===== src/rtl/cordic_pkg.sv =====
// Shared CORDIC definitions: datapath widths, integer-degree arctangent table
// and FSM encoding, used by both the rotation and vectoring paths.
package cordic_pkg;

  localparam int ITER = 7;
  localparam int IW   = 10;
  localparam int AW   = 9;
  localparam int CW   = 3;

  localparam logic [CW-1:0]        LAST_STEP = CW'(ITER - 1);
  localparam logic signed [AW-1:0] QUARTER   = AW'(90);

  typedef enum logic [1:0] {
    S_IDLE,
    S_ITER,
    S_DONE
  } state_t;

  function automatic logic signed [AW-1:0] atan_deg(input logic [CW-1:0] i);
    case (i)
      3'd0:    return AW'(45);
      3'd1:    return AW'(27);
      3'd2:    return AW'(14);
      3'd3:    return AW'(7);
      3'd4:    return AW'(4);
      3'd5:    return AW'(2);
      3'd6:    return AW'(1);
      default: return '0;
    endcase
  endfunction

endpackage


===== src/rtl/cordic_vec_step.sv =====
// One combinational vectoring iteration: drives y toward zero and accumulates
// the rotated angle in z.
module cordic_vec_step
  import cordic_pkg::*;
(
  input  logic signed [IW-1:0] x,
  input  logic signed [IW-1:0] y,
  input  logic signed [AW-1:0] z,
  input  logic        [CW-1:0] shift,
  input  logic signed [AW-1:0] atan_val,
  output logic signed [IW-1:0] x_next,
  output logic signed [IW-1:0] y_next,
  output logic signed [AW-1:0] z_next
);

  logic signed [IW-1:0] x_sh;
  logic signed [IW-1:0] y_sh;
  logic                 y_neg;

  assign x_sh  = x >>> shift;
  assign y_sh  = y >>> shift;
  assign y_neg = y[IW-1];

  // Rotate clockwise while y is positive, counter-clockwise while negative.
  assign x_next = y_neg ? (x - y_sh) : (x + y_sh);
  assign y_next = y_neg ? (y + x_sh) : (y - x_sh);
  assign z_next = y_neg ? (z - atan_val) : (z + atan_val);

endmodule


===== src/rtl/cordic_vector.sv =====
// Iterative CORDIC vectoring unit: returns angle (degrees) and CORDIC-scaled
// magnitude of a signed 8-bit point, one iteration per enabled clock.
module cordic_vector
  import cordic_pkg::*;
(
  input  logic                 clock,
  input  logic                 reset,
  input  logic                 enable,
  input  logic                 start,
  input  logic signed [7:0]    xin,
  input  logic signed [7:0]    yin,
  output logic                 busy,
  output logic                 done,
  output logic signed [AW-1:0] degrees,
  output logic        [IW-1:0] magnitude
);

  state_t state, state_next;

  logic        [CW-1:0] step_cnt;
  logic signed [IW-1:0] x, y, x_step, y_step, x_init, y_init;
  logic signed [AW-1:0] z, z_step, z_init;
  logic signed [IW-1:0] xin_ext, yin_ext;
  logic                 zero_flag;
  logic                 load, step, finish;

  assign xin_ext = {{(IW-8){xin[7]}}, xin};
  assign yin_ext = {{(IW-8){yin[7]}}, yin};

  // Fold the left half-plane into the right so the iterations converge.
  always_comb begin
    x_init = xin_ext;
    y_init = yin_ext;
    z_init = '0;
    if (xin[7]) begin
      if (!yin[7]) begin
        x_init = yin_ext;
        y_init = -xin_ext;
        z_init = QUARTER;
      end else begin
        x_init = -yin_ext;
        y_init = xin_ext;
        z_init = -QUARTER;
      end
    end
  end

  cordic_vec_step u_step (
    .x        (x),
    .y        (y),
    .z        (z),
    .shift    (step_cnt),
    .atan_val (atan_deg(step_cnt)),
    .x_next   (x_step),
    .y_next   (y_step),
    .z_next   (z_step)
  );

  always_ff @(posedge clock or negedge reset) begin
    if (!reset) state <= S_IDLE;
    else        state <= state_next;
  end

  always_comb begin
    state_next = state;
    load       = 1'b0;
    step       = 1'b0;
    finish     = 1'b0;
    if (enable) begin
      case (state)
        S_IDLE: begin
          if (start) begin
            load       = 1'b1;
            state_next = S_ITER;
          end
        end
        S_ITER: begin
          step = 1'b1;
          if (step_cnt == LAST_STEP) begin
            finish     = 1'b1;
            state_next = S_DONE;
          end
        end
        S_DONE:  state_next = S_IDLE;
        default: state_next = S_IDLE;
      endcase
    end
  end

  always_ff @(posedge clock or negedge reset) begin
    if (!reset) begin
      x         <= '0;
      y         <= '0;
      z         <= '0;
      step_cnt  <= '0;
      zero_flag <= 1'b0;
      degrees   <= '0;
      magnitude <= '0;
    end else begin
      if (load) begin
        x         <= x_init;
        y         <= y_init;
        z         <= z_init;
        step_cnt  <= '0;
        zero_flag <= (xin == 8'sd0) && (yin == 8'sd0);
      end else if (step) begin
        x        <= x_step;
        y        <= y_step;
        z        <= z_step;
        step_cnt <= finish ? '0 : step_cnt + 1'b1;
      end
      if (finish) begin
        magnitude <= x_step;
        degrees   <= zero_flag ? '0 : z_step;
      end
    end
  end

  assign busy = (state != S_IDLE);
  assign done = (state == S_DONE);

endmodule


===== config.mk =====
export PLATFORM = sky130hd
export DESIGN_NAME = cordic_vector
export DESIGN_NICKNAME = d
export VERILOG_FILES = /design/src/rtl/cordic_pkg.sv /design/src/rtl/cordic_vec_step.sv /design/src/rtl/cordic_vector.sv
export SDC_FILE = /design/constraint.sdc
export NUM_CORES = 1
export LEC_CHECK = 0
export ABC_AREA = 1
export CAP_MARGIN = 0
export CORE_AREA = 2 2 135 137
export DETAILED_ROUTE_END_ITERATION = 10
export DIE_AREA = 0 0 137 139
export GPL_ROUTABILITY_DRIVEN = 0
export HOLD_SLACK_MARGIN = 0.02
export SYNTH_ARGS = -nofsm -noshare
export SYNTH_HDL_FRONTEND = slang
export SYNTH_SLANG_ARGS = --single-unit

===== constraint.sdc =====
create_clock -name clock -period 9.8 [get_ports clock]
set_clock_uncertainty 0.05 [all_clocks]
set_input_delay 1.96 -clock clock [delete_from_list [all_inputs] [get_ports clock]]
set_output_delay 1.96 -clock clock [all_outputs]
set_load 0.03 [all_outputs]

; Word level (Yosys, flattened, before mapping)
; Cells that the tools add are included.
[totals]
inputBits = 20
reg_bits = 54
wordCells = 68
[classes]
n_reduce_logical = 8
n_mux = 31
eq_ne = 10
add_sub_neg = 9
shift = 2
[ops]
columns = op, count
row1 = two-way mux 10 bit, 10
row2 = two-way mux 9 bit, 6
row3 = one-hot mux 6 bit (7 select lines), 1
row4 = adder 10 bit, 2
row5 = negation 8 -> 10 bit, 2
row6 = >>> shifter 10 x 3 -> 10 bit, 2
row7 = subtractor 10 bit, 2
row8 = zero test 8 bit, 2
row9 = adder 9 x 7 -> 9 bit, 1
row10 = "== test 3 bit, second input constant", 3
row11 = two-way mux 3 bit, 3
row12 = subtractor 9 x 7 -> 9 bit, 1
row13 = two-way mux 1 bit, 8
row14 = "== test 3 x 2 -> 1 bit, second input constant", 2
row15 = two-way mux 2 bit, 2
row16 = "inequality test 2 bit, second input constant", 2
row17 = one-hot mux 2 bit (2 select lines), 1
row18 = nonzero test 2 bit, 2
row19 = "adder 3 x 1 -> 3 bit, second input constant", 1
row20 = "== test 3 x 1 -> 1 bit, second input constant", 1
row21 = zero test 3 bit, 1
row22 = AND reduction 3 bit, 1
row23 = "== test 2 x 1 -> 1 bit, second input constant", 1
row24 = "== test 2 bit, second input constant", 1
row25 = 2 further kinds, 2

; Longest topological paths before layout
[logic_depth]
word_depth = 7
depth_mapped = 24

; By module
; From an unflattened synthesis, not the netlist that was laid out.
[unflattened]
cells_unflattened = 826
hier_area_um2 = 5429.0
[by_module_without_submodules]
columns = mod, n_inst, area_per_inst_um2, cells_per_inst
row1 = cordic_vector, 1, 3002.9, 375
row2 = cordic_vec_step, 1, 2426.1, 451

; Worst setup path before layout
; OpenSTA, ideal clock, no wires.
[synth_path]
path_kind = register -> register
from = register step_cnt[1]
to = register degrees[6]
stages_incl_launch_ff = 20
required_ns = 9.629
path_slack_ns = 6.585
synth_period_minus_slack_ns = 3.215
setup_ns = 0.121
path_buffers = 2
arrival_ns = 3.044
cell_sequence = dfrtp_1 -> buf_6 -> inv_4 -> buf_6 -> ha_1 -> inv_1 -> nor2_2 -> inv_1 -> nand3_1 -> inv_1 -> ha_1 -> inv_1 -> o21ai_0 -> fa_1 -> o21ai_0 -> a21oi_1 -> nor2_1 -> nor2_1 -> xor2_1 -> a22o_1
[synth_via]
elab_chain_cells = 5
[synth_lines]
columns = element, line
row1 = start: declaration, cordic_vector.sv:20  ; logic [CW-1:0] step_cnt;
row2 = start signal: assignment, cordic_vector.sv:110  ; step_cnt <= finish ? '0 : step_cnt + 1'b1;
row3 = "== test 3 bit, or another cell as far along", "cordic_pkg.sv:20, cordic_vector.sv:79"
row4 = one-hot mux 6 bit (7 select lines), cordic_pkg.sv:20  ; case (i)
row5 = adder 9 x 7 -> 9 bit or subtractor 9 x 7 -> 9 bit (tied branches), cordic_vec_step.sv:27  ; assign z_next = y_neg ? (z - atan_val) : (z + atan_val);
row6 = two-way mux 9 bit, cordic_vec_step.sv:27
row7 = two-way mux 9 bit, cordic_vector.sv:114  ; degrees <= zero_flag ? '0 : z_step;
row8 = end signal: assignment, cordic_vector.sv:114
row9 = end: declaration, cordic_vector.sv:14  ; output logic signed [AW-1:0] degrees,
; Parallel ways exist; a longest one is shown, timed or not.
; A chain may end at the register's enable or synchronous reset.

; Final worst setup path
[layout_path]
from = input port enable
to = register z[3]
[layout_via]
elab_chain_cells = 2
[layout_lines]
columns = element, line
row1 = start: declaration, cordic_vector.sv:8  ; input logic enable,
row2 = two-way mux 1 bit, cordic_vector.sv:69  ; if (enable) begin
row3 = two-way mux 9 bit or nonzero test 2 bit (tied branches), n/a
row4 = end signal: assignment, cordic_vector.sv:103  ; z <= z_init;
row5 = end signal: assignment, cordic_vector.sv:109  ; z <= z_step;
row6 = end: declaration, cordic_vector.sv:22  ; logic signed [AW-1:0] z, z_step, z_init;
; Parallel ways exist; a longest one is shown, timed or not.

==> results by group <==
Status
  • Status: complete, no violations

Setup path
  • Critical Path AT: 4.84 ns
  • Kind of critical path: input port to flop
  • Setup crit end kind: flop
  • Worst r2r dst: z[6]
  • CP required: 9.94 ns
  • Critical Path Start Type: input port
  • Critical Path Fanout Max: 20
  • FF-to-FF path depth: 18
  • R2R setup slack: 5.93 ns
  • FF-to-FF Start: step_cnt[1]

Detailed routing
  • DRC Markers: 0
  • DR pass1 iterations: 7
  • Post-route ant nets: 0
  • Via count: 4919
  • Total wire length: 14.3 mm
  • 1st-iter DRT viols: 372
  • Met2 wire len: 6.19 mm
  • WL met3: 687 um
  • M1 wire length: 7.28 mm
  • DR vias/cell: 4.89
  • DR top layer: met4
  • Routed WL per cell: 14.2 um

CTS
  • Max Buffers Root-to-Sink: 2
  • CTS sink count: 54
  • CTS tree: built
  • Post-CTS Resized: 0
  • Clock slew at reported path FFs: 0.07 ns
  • Cts bufs inserted: 5
  • Htree depth: 2
  • Clock latency at the later pin of the worst-skew pair: 0.30 ns
  • Number of hold buffers added after CTS: 0
  • Post-CTS setup buffer count: 0
  • Clock root buffer: clkbuf_16

Logic synthesis
  • Most frequent cells after synthesis: 194 x nand2_1, 87 x inv_1, 60 x nand3_1
  • Top_reg_cell synth: dfrtp_1
  • Synth area leaders: dfrtp_1 26%, nand2_1 14%, ha_1 8.4%, inv_1 6.3%, nand3_1 5.8%
  • EDFF count, synth: 0
  • Yosys Warn Count: 0
  • Most area-hungry cell type in the Yosys netlist: dfrtp_1
  • Yosys cell types: 53
  • Post-synth ARST share: 100%
  • Post-Syn Area: 5210 sq um
  • Syn_nets: 806
  • Register area share after synthesis: 25.9%
  • Mean Syn Cell Area: 6.97 sq um
  • Most frequent cell after synthesis: nand2_1
  • Flip-flop and latch count after synthesis: 54
  • Synth top area share: 25.9%
  • Syn Inst Count: 748

GRT
  • Remaining global-route overflow: 0
  • Largest net degree at the start of global routing: 55
  • First-pass GRT wire length: 23.9 mm
  • Initial antenna violation count: 0
  • All-Layer GR Usage: 15.6%
  • Number of global-route vias before repair: 4705

Timing
  • Worst slew margin: 46.8%
  • Post-layout min period: 4.70 ns
  • Final period utilization: 47.9%
  • Final Setup Violations: 0
  • Pin slew with the least headroom to its limit: 0.795 ns
  • Max Transition Viols Final: 0
  • RSZ-0062 raised after global routing: false
  • Final hold vios: 0
  • Setup TNS Final: 0 ns
  • F_max: 213 MHz

Die
  • Core Rows: 49
  • Die Wd: 137 um
  • Starting density of the core: 29.5%
  • Core area: 17700 sq um
  • Ports: 41
  • Die Ht: 139 um
  • Die area: 19000 sq um

Job
  • MaxCap Viol Count: 0

Place
  • PortBufs: 40
  • Dpl hpwl: 11.2 mm

Layout
  • Share of layout cells above drive strength 1: 8.51%
  • Final Net Count: 833
  • FILL cells: 1959
  • Multi-input logic area: 3310 sq um
  • Ant. Diodes: 0
  • Register area: 1350 sq um
  • Area added between synthesis and finish: 12.8%

Worst hold path
  • Min-delay src: magnitude[7]
  • HP Class: flop to flop
  • Worst hold path depth: 2
  • Hold endpoint: magnitude[7]
[flip-flops by register name, indices dropped and copies added, names as in the netlist]
signal,cells
magnitude,10
degrees,9
z,9
state,2
zero_flag,1
y,10
step_cnt,3
x,10
[per-stage QoR]
| stage | hold WS (ns) | utilization (%) | instance area, sq um | worst slack, ns | std cells |
|---|---|---|---|---|---|
| finish | 0.429 | 33.3 | 5880 | 5.10 | 1005 |
| global route | 0.454 | 33.3 | 5880 | 4.88 | 1005 |
| CTS | 0.437 | 33.3 | 5880 | 5.10 | 1005 |
| detailed placement | 0.419 | 32.5 | 5740 | 4.80 | 997 |
| global placement | 0.416 | 32.5 | 5740 | 4.82 | 997 |
| floorplan | 0.420 | - | 5210 | 6.59 | 748 |
[layer usage]
| layer | global-route usage (%) | up-vias |
|---|---|---|
| li1 | - | 2529 |
| met1 | 23.6 | 2253 |
| met2 | 23.9 | 127 |
| met3 | 2.23 | 10 |
| met4 | 2.33 | 0 |
| met5 | 0 | - |
[worst max path at each step]
stage | start | end | slack (ns) | cells past startpoint
after floorplan | step_cnt[1] | degrees[6] | 6.59 | 19
after global routing | enable | z[3] | 4.88 | 10
after detailed placement | enable | z[3] | 4.80 | 10
after CTS | enable | z[3] | 5.10 | 10
after global placement | enable | z[3] | 4.82 | 10
final | enable | z[3] | 5.10 | 10
[logic make-up (layout without fill, tap and decap cells)]
| family | count (synthesis) | in the layout | synth area share (%) |
|---|---|---|---|
| adders and majority gates | 38 | 38 | 9.55 |
| buffers and inverters | 121 | 149 | 10.7 |
| AOI/OAI and AO/OA | 150 | 150 | 18.2 |
| DFF | 54 | 54 | 25.9 |
| and+or+nand+nor | 355 | 355 | 30.5 |
| xor gates and xnor gates | 30 | 30 | 5.18 |
[area by class of cell]
class	instances	share of cell area, %
clock inverters	2	0.234
repair buffers	44	7.23
multi-input cells	573	56.2
inverters	97	6.28
well taps	229	4.87
flip-flops and latches	54	23.0
clock buffers	6	2.19
[cells in the final DEF, fill, tap and decap left out, drive strengths merged, types with 2 or more instances in the layout]
cell / netlist / layout
clkinv: 2 / 4
or2: 3 / 3
nor2: 60 / 60
o31ai: 4 / 4
fa: 3 / 3
o221ai: 7 / 7
a21oi: 47 / 47
nand4: 4 / 4
nand3: 67 / 67
o21ai: 54 / 54
inv: 95 / 95
a22o: 4 / 4
nor3: 6 / 6
xnor2: 11 / 11
clkdlybuf4s50: 0 / 39
xor2: 19 / 19
buf: 16 / 5
clkbuf: 8 / 6
nand2: 211 / 211
ha: 35 / 35
o211ai: 11 / 11
o22ai: 2 / 2
nor4: 2 / 2
o21bai: 4 / 4
nand3b: 2 / 2
a221o: 2 / 2
dfrtp: 54 / 54
a31oi: 8 / 8
[critical path, stage by stage]
cell	delay [ns]
clkdlybuf4s50_1	0.55
inv_1	0.11
nor3_4	0.55
nor2_1	0.36
inv_1	0.56
buf_4	0.30
o21ai_0	0.10
inv_1	0.11
o21ai_0	0.09
o21a_1	0.13
Power is not shown: default switching activity piles up to over one toggle a cycle in this logic, so the estimate is an artifact.
